`config.mk`:
```
export PLATFORM = sky130hd
export DESIGN_NAME = mvm_gen_flat
export DESIGN_NICKNAME = d
export VERILOG_FILES = /design/src/rtl/mvm_gen_if.sv /design/src/rtl/mvm_gen.sv /design/src/flat_wrapper.sv
export SDC_FILE = /design/constraint.sdc
export NUM_CORES = 1
export LEC_CHECK = 0
export ABC_CLOCK_PERIOD_IN_PS = 5700
export BUFFER_PORTS_ARGS = -buffer_cell sky130_fd_sc_hd__clkbuf_2
export CAP_MARGIN = 20
export CORE_ASPECT_RATIO = 0.8
export CORE_MARGIN = 2
export CORE_UTILIZATION = 55
export CTS_CLUSTER_DIAMETER = 30
export DETAILED_ROUTE_END_ITERATION = 7
export PLACE_DENSITY = 0.84
export SETUP_SLACK_MARGIN = 0.5
export SLEW_MARGIN = 20
export SYNTH_ARGS = -nofsm -noshare
export SYNTH_HDL_FRONTEND = slang
export SYNTH_SLANG_ARGS = --single-unit
```
`constraint.sdc`:
```
create_clock -name clk -period 5.7 [get_ports clk]
set_input_delay 0.57 -clock clk [delete_from_list [all_inputs] [get_ports clk]]
set_output_delay 0.57 -clock clk [all_outputs]
set_load 0.05 [all_outputs]
```
`src/rtl/mvm_gen_if.sv`:
```
// Command/data bundle for mvm_gen: load and start requests, element stream in,
// done pulse and result stream out.
`default_nettype none

interface mvm_gen_if #(
  parameter int B = 8
);
  logic                  loadMatrix;
  logic                  loadVector;
  logic                  start;
  logic                  accumulate;
  logic signed [B-1:0]   data_in;
  logic                  done;
  logic                  out_valid;
  logic signed [2*B-1:0] data_out;

  modport master (
    output loadMatrix, loadVector, start, accumulate, data_in,
    input  done, out_valid, data_out
  );

  modport slave (
    input  loadMatrix, loadVector, start, accumulate, data_in,
    output done, out_valid, data_out
  );
endinterface

`default_nettype wire

```
`src/rtl/mvm_gen.sv`:
```
// K x K matrix-vector multiplier with P MAC lanes, optional accumulate onto the previous result.
// Macro MVM_GEN_SAT_EN: results saturate to 2B bits; undefined: results wrap to 2B bits.
`default_nettype none

module mvm_gen #(
  parameter int K = 4,
  parameter int P = 1,
  parameter int B = 8,
  parameter int G = 0
) (
  input  logic       clk,
  input  logic       reset,
  mvm_gen_if.slave   bus
);

  localparam int KK    = K * K;
  localparam int NCOMP = K * (K / P);
  localparam int NDONE = NCOMP + 2 + G;
  localparam int W2    = 2 * B;
  localparam int SW    = W2 + $clog2(K) + 1;
  localparam int AW    = $clog2(KK);
  localparam int XW    = $clog2(K);
  localparam int CW    = $clog2(KK + NDONE + 1);

  localparam logic [CW-1:0] C_ONE    = CW'(1);
  localparam logic [CW-1:0] C_M_LAST = CW'(KK - 1);
  localparam logic [CW-1:0] C_K_LAST = CW'(K - 1);
  localparam logic [CW-1:0] C_ISSUE  = CW'(NCOMP);
  localparam logic [CW-1:0] C_DONE   = CW'(NDONE - 1);
  localparam logic [AW-1:0] C_AP     = AW'(P);
  localparam logic [XW-1:0] C_XP     = XW'(P);
  localparam logic [XW-1:0] C_XLAST  = XW'(K - P);
  localparam logic [XW-1:0] C_RONE   = XW'(1);

  typedef enum logic [2:0] {IDLE, LOAD_M, LOAD_V, COMPUTE, OUTPUT} state_t;

  state_t                state_q, state_d;
  logic [CW-1:0]         cnt_q, cnt_d;
  logic                  done_q, done_d;
  logic                  ov_q, ov_d;
  logic signed [W2-1:0]  dout_q, dout_d;

  logic signed [B-1:0]   a_mem [KK];
  logic signed [B-1:0]   x_mem [K];

  logic [AW-1:0]         ai_q;
  logic [XW-1:0]         xi_q, row_q;
  logic [P-1:0][W2-1:0]  w_prod, p1_q, w_p2;
  logic                  v1_q, w_v2;
  logic [XW-1:0]         r1_q, w_r2;
  logic signed [SW-1:0]  acc_q [K];
  logic signed [W2-1:0]  y_prev_q [K];
  logic signed [SW-1:0]  w_lsum, w_sel;
  logic signed [W2-1:0]  w_red;
  logic                  w_go, w_issue;

  assign w_go    = (state_q == IDLE) && bus.start && !bus.loadMatrix && !bus.loadVector;
  assign w_issue = (state_q == COMPUTE) && (cnt_q < C_ISSUE);

  // Row-major walk: the a index advances by P every issue cycle, x wraps every row.
  for (genvar p = 0; p < P; p++) begin : g_lane
    assign w_prod[p] = $signed(a_mem[ai_q + AW'(p)]) * $signed(x_mem[xi_q + XW'(p)]);
  end

  if (G != 0) begin : g_mul_pipe
    logic [P-1:0][W2-1:0] p2_q;
    logic                 v2_q;
    logic [XW-1:0]        r2_q;
    always_ff @(posedge clk or posedge reset) begin
      if (reset) begin
        p2_q <= '0;
        v2_q <= 1'b0;
        r2_q <= '0;
      end else begin
        p2_q <= p1_q;
        v2_q <= v1_q;
        r2_q <= r1_q;
      end
    end
    assign w_p2 = p2_q;
    assign w_v2 = v2_q;
    assign w_r2 = r2_q;
  end else begin : g_no_mul_pipe
    assign w_p2 = p1_q;
    assign w_v2 = v1_q;
    assign w_r2 = r1_q;
  end

  always_comb begin
    w_lsum = '0;
    for (int p = 0; p < P; p++) begin
      w_lsum = w_lsum + SW'($signed(w_p2[p]));
    end
  end

  assign w_sel = acc_q[cnt_q[XW-1:0]];

`ifdef MVM_GEN_SAT_EN
  localparam logic signed [SW-1:0] C_SMAX = {{(SW-W2+1){1'b0}}, {(W2-1){1'b1}}};
  localparam logic signed [SW-1:0] C_SMIN = {{(SW-W2+1){1'b1}}, {(W2-1){1'b0}}};
  always_comb begin
    w_red = w_sel[W2-1:0];
    if (w_sel > C_SMAX) begin
      w_red = C_SMAX[W2-1:0];
    end else if (w_sel < C_SMIN) begin
      w_red = C_SMIN[W2-1:0];
    end
  end
`else
  logic w_unused_hi;
  assign w_red       = w_sel[W2-1:0];
  assign w_unused_hi = ^w_sel[SW-1:W2];
`endif

  always_comb begin
    state_d = state_q;
    cnt_d   = cnt_q;
    done_d  = 1'b0;
    ov_d    = 1'b0;
    dout_d  = '0;
    case (state_q)
      IDLE: begin
        cnt_d = '0;
        if (bus.loadMatrix)      state_d = LOAD_M;
        else if (bus.loadVector) state_d = LOAD_V;
        else if (bus.start)      state_d = COMPUTE;
      end
      LOAD_M: begin
        cnt_d = cnt_q + C_ONE;
        if (cnt_q == C_M_LAST) begin
          state_d = IDLE;
          cnt_d   = '0;
        end
      end
      LOAD_V: begin
        cnt_d = cnt_q + C_ONE;
        if (cnt_q == C_K_LAST) begin
          state_d = IDLE;
          cnt_d   = '0;
        end
      end
      COMPUTE: begin
        cnt_d = cnt_q + C_ONE;
        if (cnt_q == C_DONE) begin
          state_d = OUTPUT;
          cnt_d   = '0;
          done_d  = 1'b1;
        end
      end
      OUTPUT: begin
        ov_d   = 1'b1;
        dout_d = w_red;
        cnt_d  = cnt_q + C_ONE;
        if (cnt_q == C_K_LAST) begin
          state_d = IDLE;
          cnt_d   = '0;
        end
      end
      default: begin
        state_d = IDLE;
        cnt_d   = '0;
      end
    endcase
  end

  always_ff @(posedge clk or posedge reset) begin
    if (reset) begin
      state_q <= IDLE;
      cnt_q   <= '0;
      done_q  <= 1'b0;
      ov_q    <= 1'b0;
      dout_q  <= '0;
    end else begin
      state_q <= state_d;
      cnt_q   <= cnt_d;
      done_q  <= done_d;
      ov_q    <= ov_d;
      dout_q  <= dout_d;
    end
  end

  always_ff @(posedge clk or posedge reset) begin
    if (reset) begin
      ai_q  <= '0;
      xi_q  <= '0;
      row_q <= '0;
      p1_q  <= '0;
      v1_q  <= 1'b0;
      r1_q  <= '0;
      for (int i = 0; i < K; i++) begin
        acc_q[i]    <= '0;
        y_prev_q[i] <= '0;
      end
    end else begin
      p1_q <= w_prod;
      v1_q <= w_issue;
      r1_q <= row_q;
      if (w_go) begin
        ai_q  <= '0;
        xi_q  <= '0;
        row_q <= '0;
        for (int i = 0; i < K; i++) begin
          acc_q[i] <= bus.accumulate ? SW'(y_prev_q[i]) : '0;
        end
      end else begin
        if (w_issue) begin
          ai_q <= ai_q + C_AP;
          if (xi_q == C_XLAST) begin
            xi_q  <= '0;
            row_q <= row_q + C_RONE;
          end else begin
            xi_q <= xi_q + C_XP;
          end
        end
        if (w_v2) begin
          acc_q[w_r2] <= acc_q[w_r2] + w_lsum;
        end
      end
      if (state_q == OUTPUT) begin
        y_prev_q[cnt_q[XW-1:0]] <= w_red;
      end
    end
  end

  // Element storage deliberately survives reset.
  always_ff @(posedge clk) begin
    if (state_q == LOAD_M) a_mem[cnt_q[AW-1:0]] <= bus.data_in;
    if (state_q == LOAD_V) x_mem[cnt_q[XW-1:0]] <= bus.data_in;
  end

  assign bus.done      = done_q;
  assign bus.out_valid = ov_q;
  assign bus.data_out  = dout_q;

endmodule

`default_nettype wire

```
`src/flat_wrapper.sv`:
```
// flat-port wrapper written by rule: the top's interface ports become plain ports
module mvm_gen_flat 
#(
  parameter int K = 4,
  parameter int P = 1,
  parameter int B = 8,
  parameter int G = 0
)
  (clk, reset, bus_loadMatrix, bus_loadVector, bus_start, bus_accumulate, bus_data_in, bus_done, bus_out_valid, bus_data_out);
  mvm_gen_if #(.B(B)) bus_i ();
  input  logic clk;
  input  logic reset;
  input wire logic [$bits(bus_i.loadMatrix)-1:0] bus_loadMatrix;
  input wire logic [$bits(bus_i.loadVector)-1:0] bus_loadVector;
  input wire logic [$bits(bus_i.start)-1:0] bus_start;
  input wire logic [$bits(bus_i.accumulate)-1:0] bus_accumulate;
  input wire logic [$bits(bus_i.data_in)-1:0] bus_data_in;
  output wire logic [$bits(bus_i.done)-1:0] bus_done;
  output wire logic [$bits(bus_i.out_valid)-1:0] bus_out_valid;
  output wire logic [$bits(bus_i.data_out)-1:0] bus_data_out;
  assign bus_i.loadMatrix = bus_loadMatrix;
  assign bus_i.loadVector = bus_loadVector;
  assign bus_i.start = bus_start;
  assign bus_i.accumulate = bus_accumulate;
  assign bus_i.data_in = bus_data_in;
  assign bus_done = bus_i.done;
  assign bus_out_valid = bus_i.out_valid;
  assign bus_data_out = bus_i.data_out;
  mvm_gen #(.K(K), .P(P), .B(B), .G(G)) u_core (.clk(clk), .reset(reset), .bus(bus_i));
endmodule
```
== Word-level counts from Yosys, hierarchy flattened ==
Memories as Yosys holds them, arrays and structs flattened.
Cells that the tools add are included.
Storage, ports and cells
  memories: 2
  memory bits (writable): 160
  bits in registers: 194
  logic and storage cells: 106
Memory list
  u_core.a_mem: depth 16, bits a word 8, rd ports 1, clocked after memory_dff 0, wr ports 1, line mvm_gen.sv:43  | logic signed [B-1:0] a_mem [KK];
  u_core.x_mem: depth 4, bits a word 8, rd ports 1, clocked after memory_dff 0, wr ports 1, line mvm_gen.sv:44  | logic signed [B-1:0] x_mem [K];
Operators by class
  $mul: 1
  $lt $le $gt $ge: 5
  $add $sub $neg: 5
  bitwise gates (word level): 2
  equality and inequality tests: 12
  reductions and logical operators: 15
  muxes and demuxes: 45
Operators by type and width (number)
  $mux W76: 2
  $mux W19: 7
  $bmux W19 S2: 2
  $bwmux W76: 1
  $bwmux W64: 1
  $mux W16: 4
  $demux W19 S2: 1
  $demux W16 S2: 1
  $add A19 B16 Y19: 1
  $mux W3: 6
  $mux W6: 3
  $pmux W6 S3: 1
  $mul A8 B8 Y16: 1
  $mux W2: 6
  $pmux W3 S4: 1
  $mux W4: 2
  $mux W1: 7
  $add A6 B1 Y6 const B: 1
  $eq A3 B2 Y1 const B: 2
  $eq A6 B2 Y1 const B: 1
  $eq A6 B4 Y1 const B: 1
  $eq A6 B5 Y1 const B: 1
  $ge A3 B3 Y1 const B: 2
  $logic_and A1 B1 Y1: 6
  other kinds (17): 24

== Depth between registers and ports, before layout ==
Gate-level depths: netlist (run 1).
  depth after elaboration: 8
  mapped depth: 20
  depth with buffers taken out: 19

== Worst setup path after synthesis (run 1) ==
No wires, ideal clock.
  kind: register to register
  start: register u_core.ai_q[1]
  end: register u_core.p1_q[14] (netlist name)
  library setup time: 72 ps
  stages on the path, launching flop included: 19
  setup slack: 78 ps
  period minus slack after synthesis: 5622 ps
  data arrival time: 5550 ps
  cells stage by stage: dfrtp_1 clkbuf_1 buf_1 mux4_2 mux4_2 or2_1 fa_1 fa_1 inv_1 fa_1 inv_1 fa_1 inv_1 ha_1 o21ai_0 a21o_1 a21oi_1 or4b_2 nand4b_1
RTL lines
  from (decl): line mvm_gen.sv:46  | logic [AW-1:0] ai_q;
  from (signal assigned): line mvm_gen.sv:207  | ai_q <= ai_q + C_AP;
  to (signal assigned): line mvm_gen.sv:195  | p1_q <= w_prod;
  to (decl): line mvm_gen.sv:48  | logic [P-1:0][W2-1:0] w_prod, p1_q, w_p2;

==> results of run 1 <==
placed cells by master, fill, tap and decap left out, drive strengths merged, types with 7 or more instances in the layout:
cell type    n
fa          56
and2        49
xor2        11
nor2       128
mux2        66
clkbuf      92
a31oi        7
inv         95
clkinv      17
buf         50
nand3        8
xnor2       24
o21ai       27
dfrtp      182
mux4        79
edfxtp     160
a211oi       8
and3        27
ha          50
a21oi       42
o21a         9
a21o        10
a221oi      36
nand2       52
bufinv       7
nor3         8
clkinvlp     7
registers in the layout, indices dropped and copies added (netlist names):
register,count
u_core.a_mem,128
u_core.p1_q,16
u_core.v1_q,1
u_core.acc_q,64
u_core.x_mem,32
u_core.cnt_q,6
u_core.ai_q,4
u_core.bus.data_out,16
u_core.row_q,2
u_core.state_q,3
u_core.r1_q,2
u_core.bus.done,1
u_core.y_prev_q,64
u_core.bus.out_valid,1
u_core.xi_q,2
cells by family (layout without fill, tap and decap cells):
group | count (synthesis) | in the layout
AOI/OAI and AO/OA | 185 | 185
DFF | 342 | 342
and+or+nand+nor | 300 | 300
adders and majority gates | 106 | 106
xor gates and xnor gates | 35 | 35
buffers and inverters | 150 | 268
muxes | 150 | 150
worst max-delay path by stage:
stage,endpoint,cells past startpoint,from
final,u_core.p1_q[14]$_DFF_PP0_,18,u_core.ai_q[0]$_DFFE_PP0P_
after global routing,u_core.p1_q[14]$_DFF_PP0_,18,u_core.ai_q[0]$_DFFE_PP0P_
after CTS,u_core.p1_q[14]$_DFF_PP0_,18,u_core.ai_q[0]$_DFFE_PP0P_
after detailed placement,u_core.p1_q[14]$_DFF_PP0_,18,u_core.ai_q[0]$_DFFE_PP0P_
after global placement,u_core.p1_q[14]$_DFF_PP0_,18,u_core.ai_q[0]$_DFFE_PP0P_
after floorplan,u_core.p1_q[14]$_DFF_PP0_,19,u_core.ai_q[0]$_DFFE_PP0P_
critical path: cells and delay by family, from the launching register on:
family,cells,cell delay [ns]
AND/OR/NAND/NOR,4,1.14
adder cells (fa/ha/maj),5,2.29
flip-flops,1,0.47
AO/OA/AOI/OAI,2,0.12
buffers and inverters,5,0.46
multiplexers,2,1.14
metrics by stage:
stage / instance area [sq um] / setup WS, ns / TNS (ns) / utilization (%) / hold slack (ns)
5_1_grt: 20460 / -0.1629 / -0.3498 / 65.43 / 0.3132
6_report: 20460 / -0.04097 / -0.04097 / 65.43 / 0.2906
2_1_floorplan: 17440 / 0.2608 / 0 / - / 0.3718
3_5_place_dp: 18040 / -0.06236 / -0.06236 / 57.67 / 0.3801
3_3_place_gp: 18040 / 0.07500 / 0 / 57.66 / 0.3854
4_1_cts: 20270 / 0.07324 / 0 / 64.81 / 0.2989
final cells by class:
cell class	instances	area, sq um	area share [%]
Inverter	89	337.8	1.651
Clock buffer	61	1386	6.775
Sequential cell	342	9360	45.74
Tap cell	420	525.5	2.568
Multi-Input combinational cell	776	7640	37.33
Timing Repair Buffer	81	742.0	3.626
Clock inverter	37	471.7	2.305
metal layers:
metal	part of all wire, %	global-route usage [%]
met1	38	37.87
met2	48	46.16
met3	11	8.380
met4	3.0	10.45
met5	0.067	0
what timing repair did:
item                                    CTS  global route
pin swaps                                15            28
gates cloned                              3             0
resized for setup                        36            31
endpoints found under the setup margin    7             9
setup buffers                            14            10
==> metrics.cfg, run 1 <==
[status]
status = finished, violations left
violations = setup timing

[worst_setup_path]
worstSetupPathType = reg -> reg
crit_path_max_incr_delay_ns = 0.58
reg2reg_from = u_core.ai_q[0]$_DFFE_PP0P_
rrSetupSlack_ns = -0.04
crit_top_cell = fa_1
cp-end-kind = flop
path_max_fanout = 6
worst_ep_arrival_time_ns = 6.21
cp.required_ns = 6.17
crit_path_cell_trace = buf_6 > buf_6 > buf_12 > mux4_2 > mux4_2 > and2_4 > fa_1 > fa_1 > fa_1 > inv_1 > fa_1 > inv_2 > ha_4 > or3_4 > o21ai_2 > a21oi_2 > or4b_4 > nand4b_1
rr_endpoint = u_core.p1_q[14]$_DFF_PP0_
critPathLaunchType = flop
reg2reg_depth = 18
crit_slowest_cell = mux4_2

[final_layout]
fin_cells = 1806
nets = 1463
syn2layout_area_growth_pct = 17.59
drive_gt1_share_pct = 27.42
diodes = 0
fill_cells = 1947

[yosys]
synth_compound_area_share_pct = 7.622
ys_ff_latch = 342
yosysMostFrequentCell = dfrtp_1
async_reset_ff_share_pct = 53.22
synth_top_family_by_area = multiplexers
synthTopCellsByCount = 182 x dfrtp_1, 160 x edfxtp_1, 128 x nor2_1
syn_area_per_cell_sq_um = 13.72
ys_warn_count = 0
syn-num-nets = 1388
synth_edf_count = 160
synth_area_sq_um = 17400
synthCells = 1268
synth_area_leaders = edfxtp_1 28%, dfrtp_1 26%, mux4_2 9.8%, fa_1 6.4%, mux2_2 4.3%
synth_top_area_share_pct = 27.61
synthDistinctLibCells = 61
yosys.area_share.simple_pct = 8.326
yosysTopAreaCell = edfxtp_1
synthAdderAreaFrac_pct = 10.04
synth_mux_area_share_pct = 14.85
synth-seq-area-share_pct = 53.78
synth-xor-area-share_pct = 1.762
ys.flop_type = dfrtp_1

[routing]
vias_per_cell = 6.570
via_count = 11870
firstDrtPassIters = 6
ant_nets = 0
drc = 0
wirelength_mm = 47.57
first_iter_violations = 1558
wl_per_cell_um = 26.34

[clock_tree]
cts_made_buffers = 53
clk_path_buf_depth = 3
cts_tree = yes
root_buffer = clkbuf_16
htree_num_levels = 2
clkSinkCount = 342
cts_hold_buf = 0
clock_latency_ns = 0.58
path_clk_slew_ns = 0.06

[floorplan]
row_count = 58
die_x_um = 202.9
die_area_sq_um = 33090
pin_count = 32
initial_core_util_pct = 55.64
die_y_um = 163.1
core_sq_um = 31280

[global_route]
grt-ovfl-total = 0
grt_antenna_before_repair = 2
grt_pass1_wl_mm = 71.13
grt_use_total_pct = 28.80
grt_pass1_vias = 12140
grt_max_degree = 183

[timing]
worst_pin_slew_ns = 1.365
drv_slew = 0
post-route-min-period_ns = 5.741
skew_ns = 0.04784
rsz0062_at_grt = true
finalSetupViolCount = 1
max_freq_mhz = 174.2
hold_violations = 0
finalCritPeriodShare_pct = 100.7
setup_slack_ns = -0.04097
slew_headroom_pct = 9.028

[placement]
place.gp.congestion = 0.8884
place_inst = 1681
io_buffer_count = 31
hpwl_mm = 26.51

[run]
drv_cap = 0

[worst_hold_path]
hp-class = in -> async

Power of run 1 is left out: the tool's default activity adds up to more than one toggle a clock period on the data nets, which glitch-free logic cannot reach.
==> run 2: changes to the inputs <==
ABC_CLOCK_PERIOD_IN_PS = 6600   (was 5700)
PLACE_DENSITY = 0.81   (was 0.84)
clock period = 6.6 ns   (was 5.7 ns; I/O delays follow)
==> run 2 against run 1 <==
Compared with the run above:
- sequential share of layout area grew 1.1 points
- fmax is 2.3% lower
- first-iteration DRC count shrank 8.6%
- flip-flop and latch count is the same
- setup slack improved by 0.77 ns
- critical path depth fell by 1
- via count shrank 4.5%
- final cell count is 1.7% lower
- final area fell by 2.4%
- worst hold slack got worse by 0.18 ns
- the flow now finishes without violations
- critical endpoint unchanged
- die area unchanged
==> metrics.cfg, run 2 (synthesized netlist as in run 1, its figures left out) <==
[timing]
finalCritPeriodShare_pct = 89.00  ; was 100.7%
post-route-min-period_ns = 5.874  ; was 5.741 ns
hold_violations = 0  ; unchanged
fin_tns_setup_ns = 0  ; was -0.04097 ns
setup_slack_ns = 0.7258  ; was -0.04097 ns
skew_ns = 0.06106  ; was 0.04784 ns
finalSetupViolCount = 0  ; was 1
slew_headroom_pct = 18.39  ; was 9.028%
max_freq_mhz = 170.2  ; was 174.2 MHz
rsz0062_at_grt = false  ; was true
worst_pin_slew_ns = 1.224  ; was 1.365 ns
drv_slew = 0  ; unchanged

[placement]
detailedPlace.worstSlack_ns = 0.7361  ; was -0.06236 ns
hpwl_mm = 26.06  ; was 26.51 mm
io_buffer_count = 31  ; unchanged
place_inst = 1669  ; was 1681
place.gp.congestion = 0.9016  ; was 0.8884

[routing]
wirelength_mm = 44.27  ; was 47.57 mm
vias_per_cell = 6.384  ; was 6.570
ant_nets = 0  ; unchanged
drc = 0  ; unchanged
first_iter_violations = 1424  ; was 1558
via_count = 11330  ; was 11870
firstDrtPassIters = 5  ; was 6
wl_per_cell_um = 24.94  ; was 26.34 um

[final_layout]
final_util_pct = 63.87  ; was 65.43%
largest_reg_flops = 128  ; unchanged
nets = 1429  ; was 1463
fin_cells = 1775  ; was 1806
final_common_cell = dfrtp_1  ; unchanged
drive_gt1_share_pct = 22.73  ; was 27.42%
syn2layout_area_growth_pct = 14.80  ; was 17.59%
diodes = 0  ; unchanged
final_cell_mix = 180 x dfrtp_1, 160 x edfxtp_1, 127 x nor2_1  ; was 181 x dfrtp_1, 160 x edfxtp_1, 125 x nor2_1

[clock_tree]
clkSinkCount = 342  ; unchanged
cts_hold_buf = 0  ; unchanged
root_buffer = clkbuf_16  ; unchanged
cts_tree = yes  ; unchanged
clk_path_buf_depth = 3  ; unchanged
clock_latency_ns = 0.59  ; was 0.58 ns
cts_made_buffers = 56  ; was 53
path_clk_slew_ns = 0.06  ; about the same
htree_num_levels = 2  ; unchanged

[global_route]
grt_pass1_wl_mm = 67.57  ; was 71.13 mm
grt_pass1_vias = 11780  ; was 12140
grt_antenna_before_repair = 0  ; was 2
grt_use_total_pct = 27.09  ; was 28.80%
grt_max_degree = 66  ; was 183
grt-ovfl-total = 0  ; unchanged

[worst_setup_path]
cp-end-kind = flop  ; unchanged
cp.required_ns = 7.07  ; was 6.17 ns
path_max_fanout = 18  ; was 6
worstSetupPathType = reg -> reg  ; unchanged
worst_ep_arrival_time_ns = 6.34  ; was 6.21 ns
critPathLaunchType = flop  ; unchanged

[floorplan]
core_sq_um = 31280  ; unchanged
initial_core_util_pct = 55.64  ; unchanged
die_x_um = 202.9  ; unchanged
pin_count = 32  ; unchanged
die_area_sq_um = 33090  ; unchanged
die_y_um = 163.1  ; unchanged
row_count = 58  ; unchanged

[status]
status = complete, no violations  ; was finished, violations left

[worst_hold_path]
hp-class = in -> async  ; unchanged

[run]
drv_cap = 0  ; unchanged

-- run 2: cell count changes in the layout (fill, tap and decap cells not counted), moves of 8 or more --
| cell | delta |
|---|---|
| inv_6 | +10 |
| inv_1 | +8 |
| and2_1 | +9 |
| buf_12 | -9 |
| and2_4 | -9 |
| inv_2 | -8 |
| ha_1 | +9 |
| buf_4 | -20 |
-- run 2: through the flow --
step                cell area (sq um)  hold WS [ns]
global placement                17910        0.3827
floorplan                       17400        0.3718
finish                          19980        0.1094
global route                    19980        0.1571
CTS                             19920        0.1362
detailed placement              17910        0.3917
-- run 2: area by class of cell --
class	instances	area [sq um]
Timing Repair Buffer	44	286.5
Tap cell	420	525.5
Sequential cell	342	9361
Multi-Input combinational cell	776	7457
Fill cell	2124	11300
Clock inverter	42	544.3
Clock buffer	62	1464
Inverter	89	339.1
-- run 2: what timing repair did --
item                                    CTS  global route
endpoints found under the setup margin    0             2
endpoints found under the hold margin     0             0
gates resized for setup                   0             1
setup buffers                             0             1
-- run 2: worst paths after layout --
path,from,to,slack [ns],cells after the start
worst max-delay path,u_core.ai_q[0]$_DFFE_PP0P_,u_core.p1_q[14]$_DFF_PP0_,0.73,17
worst min-delay path,reset,u_core.y_prev_q[20]$_DFFE_PP0P_,0.11,2
worst max register to register,u_core.ai_q[0]$_DFFE_PP0P_,u_core.p1_q[14]$_DFF_PP0_,0.73,17
worst min register to register,u_core.row_q[1]$_DFFE_PP0P_,u_core.r1_q[1]$_DFF_PP0_,0.41,0
max in group asynchronous,reset,u_core.ai_q[0]$_DFFE_PP0P_,5.22,3
min in group clk,u_core.row_q[1]$_DFFE_PP0P_,u_core.r1_q[1]$_DFF_PP0_,0.41,0
-- run 2: layer usage --
layer	vias to the layer above	GRT usage (%)	wire length, um
met5	-	0	0
met4	0	9.754	1396
met3	123	7.462	4701
met2	671	40.89	20650
met1	5786	38.21	17520
li1	4752	-	-
-- run 2: critical path, cell delays in order, from the launching register on --
cell,delay [ns]
dfrtp_2,0.42
buf_12,0.21
mux4_2,0.54
mux4_2,0.56
or2_1,0.27
fa_1,0.51
fa_1,0.54
inv_1,0.05
fa_1,0.53
inv_1,0.06
fa_1,0.53
inv_1,0.05
ha_1,0.32
o21ai_0,0.13
a21o_1,0.18
a21oi_1,0.11
or4b_2,0.62
nand4b_1,0.12
Power of run 2 is left out for the same reason.
